==> src/rtl/ov7670_pkg.sv <==
// Shared definitions for the OV7670 DVP source emulator and its capture path:
// FSM state encoding, default VGA timing constants and RGB444 byte packing.
package ov7670_pkg;

    typedef enum logic [2:0] {
        IDLE   = 3'd0,
        VSYNC  = 3'd1,
        VBP    = 3'd2,
        ACTIVE = 3'd3,
        VFP    = 3'd4
    } state_e;

    localparam int DEF_DW        = 12;
    localparam int DEF_RL        = 640;
    localparam int DEF_ROW       = 480;
    localparam int DEF_HBLANK    = 288;
    localparam int DEF_VS_LINES  = 3;
    localparam int DEF_VBP_LINES = 17;
    localparam int DEF_VFP_LINES = 10;

    function automatic int max_int(input int a, input int b);
        return (a > b) ? a : b;
    endfunction

    // RGB444 pixel -> {byte0, byte1}; byte0 carries red in its low nibble.
    function automatic logic [15:0] rgb444_pack(input logic [11:0] pix);
        return {4'h0, pix[11:8], pix[7:0]};
    endfunction

    // {byte0, byte1} -> RGB444 pixel; the upper nibble of byte0 is ignored.
    function automatic logic [11:0] rgb444_unpack(input logic [7:0] b0, input logic [7:0] b1);
        return {b0[3:0], b1};
    endfunction

endpackage

==> src/rtl/ov7670_line_timer.sv <==
// Horizontal byte-slot counter for the DVP source. Counts 0..L-1 while the
// frame generator runs and decodes the slot classes the data path needs.
module ov7670_line_timer #(
    parameter int RL     = 640,
    parameter int HBLANK = 288
) (
    input  logic i_clk,
    input  logic i_rst,
    input  logic i_run,
    output logic o_line_start,
    output logic o_line_end,
    output logic o_href_win,
    output logic o_even_slot,
    output logic o_odd_slot
);

    localparam int L  = 2 * RL + HBLANK;
    localparam int HW = (L > 2) ? $clog2(L) : 1;
    localparam logic [HW-1:0] LAST_SLOT = HW'(L - 1);
    localparam logic [HW:0]   ACT_SLOTS = (HW + 1)'(2 * RL);

    logic [HW-1:0] hcnt_q, hcnt_d;

    // Slot decode: first 2*RL slots of each line are the href window.
    always_comb begin
        o_line_start = (hcnt_q == '0);
        o_line_end   = (hcnt_q == LAST_SLOT);
        o_href_win   = ({1'b0, hcnt_q} < ACT_SLOTS);
        o_even_slot  = o_href_win && !hcnt_q[0];
        o_odd_slot   = o_href_win && hcnt_q[0];
    end

    // Next slot: advance while running, wrap at line end, park at 0 otherwise.
    always_comb begin
        hcnt_d = '0;
        if (i_run && !o_line_end) begin
            hcnt_d = hcnt_q + 1'b1;
        end
    end

    // Slot counter register.
    always_ff @(posedge i_clk or posedge i_rst) begin
        if (i_rst) begin
            hcnt_q <= '0;
        end else begin
            hcnt_q <= hcnt_d;
        end
    end

endmodule

==> src/rtl/ov7670_tx.sv <==
// OV7670 video-source emulator: takes RGB444 pixels and drives a free-running
// DVP byte stream with VGA-style VSYNC/HREF framing.
//
// Pixel handshake: a pixel transfers in a cycle where o_data_ready and
// i_data_valid are both high. o_data_ready is combinational and never waits
// on i_data_valid; it is high only in the cycle before each even href slot.
// If i_data_valid is low in such a cycle the slot is filled with 12'h000 and
// o_underrun latches; the stream never stalls.
//
// All framing outputs are registered from the current state/slot, so the
// output timeline trails the internal slot timeline by exactly one cycle.
module ov7670_tx
    import ov7670_pkg::*;
#(
    parameter int DW        = 12,
    parameter int RL        = 640,
    parameter int ROW       = 480,
    parameter int HBLANK    = 288,
    parameter int VS_LINES  = 3,
    parameter int VBP_LINES = 17,
    parameter int VFP_LINES = 10
) (
    input  logic          i_clk,
    input  logic          i_rst,
    input  logic          i_en,
    input  logic          i_data_valid,
    input  logic [DW-1:0] i_data,
    output logic          o_data_ready,
    output logic [7:0]    o_pix_byte,
    output logic          o_vsync,
    output logic          o_href,
    output logic          o_frame_done,
    output logic          o_underrun,
    output state_e        o_dbg_state
);

    generate
        if (DW != 12) begin : g_dw_check
            $error("ov7670_tx: DW must be 12 (RGB444)");
        end
    endgenerate

    localparam int MAXL = max_int(max_int(ROW, VS_LINES), max_int(VBP_LINES, VFP_LINES));
    localparam int LNW  = (MAXL > 1) ? $clog2(MAXL) : 1;

    state_e           state_q, state_d;
    logic [LNW-1:0]   line_q, line_d;
    logic [LNW-1:0]   line_last;
    logic             last_line;

    logic             line_start, line_end, href_win, even_slot, odd_slot;
    logic             in_active;

    logic [7:0]       pix_byte_q, pix_byte_d;
    logic [7:0]       low_q, low_d;
    logic             vsync_q, vsync_d;
    logic             href_q, href_d;
    logic             frame_done_q, frame_done_d;
    logic             underrun_q, underrun_d;
    logic [11:0]      pix_in;
    logic [15:0]      pix_pair;

    ov7670_line_timer #(
        .RL     (RL),
        .HBLANK (HBLANK)
    ) u_line_timer (
        .i_clk        (i_clk),
        .i_rst        (i_rst),
        .i_run        (state_q != IDLE),
        .o_line_start (line_start),
        .o_line_end   (line_end),
        .o_href_win   (href_win),
        .o_even_slot  (even_slot),
        .o_odd_slot   (odd_slot)
    );

    // Number of the final line of the current state.
    always_comb begin
        line_last = '0;
        case (state_q)
            VSYNC:   line_last = LNW'(VS_LINES - 1);
            VBP:     line_last = LNW'(VBP_LINES - 1);
            ACTIVE:  line_last = LNW'(ROW - 1);
            VFP:     line_last = LNW'(VFP_LINES - 1);
            default: line_last = '0;
        endcase
        last_line = (line_q == line_last);
    end

    // Frame FSM: states advance on the last slot of their last line.
    always_comb begin
        state_d = state_q;
        line_d  = line_q;
        case (state_q)
            IDLE: begin
                line_d = '0;
                if (i_en) begin
                    state_d = VSYNC;
                end
            end
            default: begin
                if (line_end) begin
                    if (last_line) begin
                        line_d = '0;
                        case (state_q)
                            VSYNC:   state_d = VBP;
                            VBP:     state_d = ACTIVE;
                            ACTIVE:  state_d = VFP;
                            VFP:     state_d = i_en ? VSYNC : IDLE;
                            default: state_d = IDLE;
                        endcase
                    end else begin
                        line_d = line_q + 1'b1;
                    end
                end
            end
        endcase
    end

    // FSM state and line counter registers.
    always_ff @(posedge i_clk or posedge i_rst) begin
        if (i_rst) begin
            state_q <= IDLE;
            line_q  <= '0;
        end else begin
            state_q <= state_d;
            line_q  <= line_d;
        end
    end

    // Pixel request: one per even href slot, suppressed while reset is held.
    always_comb begin
        in_active    = (state_q == ACTIVE);
        o_data_ready = !i_rst && in_active && even_slot;
        pix_in       = (o_data_ready && i_data_valid) ? i_data : 12'h000;
        pix_pair     = rgb444_pack(pix_in);
    end

    // Output next-values: byte0 on the accepted slot, byte1 held for the odd slot.
    always_comb begin
        pix_byte_d   = 8'h00;
        low_d        = low_q;
        vsync_d      = (state_q == VSYNC);
        href_d       = in_active && href_win;
        frame_done_d = (state_q == VFP) && line_end && last_line;
        underrun_d   = underrun_q;
        if (o_data_ready) begin
            pix_byte_d = pix_pair[15:8];
            low_d      = pix_pair[7:0];
        end else if (in_active && odd_slot) begin
            pix_byte_d = low_q;
        end
        // First VSYNC slot clears the flag so it rises together with o_vsync.
        if ((state_q == VSYNC) && line_start && (line_q == '0)) begin
            underrun_d = 1'b0;
        end
        if (o_data_ready && !i_data_valid) begin
            underrun_d = 1'b1;
        end
    end

    // Registered DVP outputs.
    always_ff @(posedge i_clk or posedge i_rst) begin
        if (i_rst) begin
            pix_byte_q   <= 8'h00;
            low_q        <= 8'h00;
            vsync_q      <= 1'b0;
            href_q       <= 1'b0;
            frame_done_q <= 1'b0;
            underrun_q   <= 1'b0;
        end else begin
            pix_byte_q   <= pix_byte_d;
            low_q        <= low_d;
            vsync_q      <= vsync_d;
            href_q       <= href_d;
            frame_done_q <= frame_done_d;
            underrun_q   <= underrun_d;
        end
    end

    assign o_pix_byte   = pix_byte_q;
    assign o_vsync      = vsync_q;
    assign o_href       = href_q;
    assign o_frame_done = frame_done_q;
    assign o_underrun   = underrun_q;
    assign o_dbg_state  = state_q;

endmodule

==> config.mk <==
export PLATFORM = sky130hd
export DESIGN_NAME = ov7670_tx
export DESIGN_NICKNAME = d
export VERILOG_FILES = /design/src/rtl/ov7670_pkg.sv /design/src/rtl/ov7670_line_timer.sv /design/src/rtl/ov7670_tx.sv
export SDC_FILE = /design/constraint.sdc
export NUM_CORES = 1
export LEC_CHECK = 0
export ABC_AREA = 1
export CAP_MARGIN = 10
export CORE_MARGIN = 5
export CORE_UTILIZATION = 40
export DETAILED_ROUTE_END_ITERATION = 6
export PLACE_DENSITY = 0.65
export SLEW_MARGIN = 20
export SYNTH_ARGS = -nofsm -noshare
export SYNTH_HDL_FRONTEND = slang
export SYNTH_HIERARCHICAL = 1
export SYNTH_SLANG_ARGS = --single-unit
export TNS_END_PERCENT = 30
==> constraint.sdc <==
create_clock -name i_clk -period 5.72 [get_ports i_clk]
set_clock_uncertainty 0.1 [all_clocks]
set_input_delay 0.858 -clock i_clk [delete_from_list [all_inputs] [get_ports i_clk]]
set_output_delay 0.858 -clock i_clk [all_outputs]
set_load 0.01 [all_outputs]
==> run summary <==
Run status: finished, final reports clean
Post-CTS setup buffer count: 0
Leak Pwr: 1.31 nW
Syn Inst Count: 274
Drt pass-1 iters: 4
Iter 0 DRT Violations: 146
Total chip power: 0.000606 W
VDD IR max: 0.000109 V
Number of global-route vias before repair: 1813
Adder-Cell Fraction of Synth Area: 2.24%
Starting Density: 40.9%
Warnings, synthesis: 6
Synthesis-stage register bit count: 43
Sequential fraction of the synthesis area: 48.1%
Bufs and invs on worst path: 5
Power Density: 221 nW/µm²
CP max stage cell: clkdlybuf4s50_1
Area growth from synthesis to layout: 22.5%
Delay-heaviest family, CP: buffers and inverters
Num CTS Buffers: 5
Fin area: 2740 µm²
Post-route antenna net violation count: 0
Worst relative slew slack: 70.1%
Final setup fails: 0
Clk root buf: clkbuf_8
Hold Buf Count CTS: 0
Sw frac: 19.5%
Hold WC Path Type: flip-flop to flip-flop
Slew Viols, Final: 0
IO Port Bufs: 31
Vias/cell: 4.84
Routed WL: 4.64 mm
Crit path DAT: 2.83 ns
Mux cell area share after synthesis: 0%
Initial antenna violation count: 0
Post-Synth Simple-Gate Area: 33.4%
Worst Setup Start Kind: input port
Final instance count without filler cells: 381
CP Capture Type: output pin
Gpl congestion: 0.822
Max incr delay on CP: 0.61 ns
Die Height: 84.8 µm
Maximum clock path buffer count: 2
Clock slew at reported path FFs: 0.09 ns
CP required: 4.76 ns
CTS Sinks: 43
Final Cycle Share: 66.2%
Maximum number of pins on one net before global-route repair: 34
I/O pin cnt: 32
Max Fanout on Critical Path: 33
Final Critical Period: 3.78 ns
Placed Area: 2600 µm²
Share of cells above drive strength 1: 10.4%
Cell count after placement: 373
Ant diodes: 0
Sequential power share: 50.1%
Final hold vios: 0
Final Core Density: 50.0%
Row Count: 27
Mapped Nets: 294
Setup CP Type: input port to output pin
Setup_tns: 0 ns
Die area: 7190 µm²
Internal Power: 0.000487 W
Synth Area in Compound Gates: 4.31%
Syn avg cell area: 8.16 µm²
Max_cap viols: 0
Vias: 1844
Clock share of power: 46.8%
DR WL/cell: 12.2 µm
Clk Latency, worst-skew pair: 0.30 ns
XOR/XNOR Fraction of Synth Area: 3.53%
RSZ-0062 raised after global routing: false
Cell repeated most along the worst path: clkdlybuf4s50_1
CTS tree: yes
Detail Placement HPWL: 3.29 mm
Maximum clock frequency: 264 MHz
Core area: 5470 µm²
Mapped cell area: 2240 µm²
Combinational share of power: 3.1%
# H-tree levels: 2
GRT Total Usage: 14.2%
GR Overflow Total: 0
Die Wd: 84.8 µm
Resized cells post-CTS: 0
DRC: 0
Net Sw Power: 0.000118 W
Nets: 328
Largest family of logic cells by synthesized area: simple AND/OR/NAND/NOR gates
Crit path cell chain: clkdlybuf4s50_1 -> inv_1 -> buf_4 -> nand3_2 -> inv_2 -> clkdlybuf4s50_1
First-pass GRT wire length: 8.27 mm
Count of cell types in the netlist: 27
Tightest Pin Transition: 0.447 ns
path summary, 6_finish.rpt:
check	slack [ns]	end	cells past startpoint	startpoint
min reg2reg	0.39	low_q[3]	2	low_q[3]
min	0.39	low_q[3]	2	low_q[3]
min in group asynchronous	0.78	u_line_timer/hcnt_q[0]	2	i_rst
max in group asynchronous	4.35	o_dbg_state[1]	3	i_rst
max	1.94	o_data_ready	6	i_rst
max reg2reg	3.65	line_q[5]	11	u_line_timer/hcnt_q[0]
cell usage after synthesis (all sizes together):
cell type   n  area, µm²
o2bb2ai     1       8.76
o21ai      12       60.1
nand3      35        200
a21oi       1       5.00
o211ai      1       7.51
or2         1       6.26
nand2      60        248
xnor2       2       17.5
ha          4       50.1
nor2       44        190
dfrtp      43       1080
nand4      10       62.6
buf         5       41.3
inv        39        146
xor2        7       61.3
o31ai       2       15.0
nor3        7       40.0
worst register-to-register path, cell delays in order, from the launching register on:
cell and delay (ns):
dfrtp_1 0.42, ha_1 0.22, nand2_2 0.10, nor2_1 0.12, nand3_1 0.11, inv_1 0.16
inv_1 0.11, nand2_4 0.15, nand3_1 0.13, nor2_1 0.14, xor2_1 0.15, nor2_1 0.06
logic make-up (layout without fill, tap and decap cells):
family,after synthesis,after routing
AOI/OAI and AO/OA,17,17
xor gates and xnor gates,9,9
buffers and inverters,44,79
and+or+nand+nor,157,157
adders and majority gates,4,4
DFF,43,43
through the flow:
| stage | setup WS (ns) | hold slack [ns] |
|---|---|---|
| floorplan | 2.67 | 0.339 |
| global placement | 1.93 | 0.367 |
| detailed placement | 1.90 | 0.366 |
| CTS | 1.90 | 0.391 |
| global route | 1.74 | 0.416 |
| finish | 1.94 | 0.387 |
sequential cells by signal (all words and copies together) (netlist names):
signal               flops
line_q                   9
low_q                    8
o_dbg_state              3
o_frame_done             1
o_href                   1
o_pix_byte               8
o_underrun               1
o_vsync                  1
u_line_timer/hcnt_q     11
cell type report:
class,instances,area (µm²)
clock inverters,3,67.6
well taps,72,90.1
repair buffers,32,318
multi-input cells,187,972
clock buffers,5,68.8
inverters,39,146
flip-flops and latches,43,1080
fillers,556,2730
power groups by stage:
stage          Clock [W]  Sequential (W)  Combinational [W]
6_report        0.000283        0.000304          0.0000186
5_1_grt         0.000301        0.000304          0.0000210
4_1_cts         0.000290        0.000304          0.0000193
3_5_place_dp           0        0.000310          0.0000192
3_3_place_gp           0        0.000310          0.0000192
2_1_floorplan          0        0.000310         0.00000602
placed cells by master, fill, tap and decap left out, types with 3 or more instances in the layout:
cell             count
clkbuf_8             5
clkdlybuf4s50_1     31
dfrtp_1             43
ha_1                 4
inv_1               34
inv_2                5
nand2_1             55
nand2_2              3
nand3_1             30
nand3_2              5
nand4_1             10
nor2_1              38
nor2_2               4
nor3_1               6
o21ai_1             10
xor2_1               7
per-layer routing:
| metal | vias to the layer above | routed length, µm | global-route usage [%] | share of wire, % |
|---|---|---|---|---|
| li1 | 939 | - | - | - |
| met1 | 852 | 2230 | 19.3 | 48 |
| met2 | 44 | 2090 | 21.9 | 45 |
| met3 | 9 | 227 | 3.43 | 4.9 |
| met4 | 0 | 95 | 5.61 | 2.0 |
| met5 | - | 0 | 0 | 0 |
No activity file was read; power rests on OpenSTA's default activity.
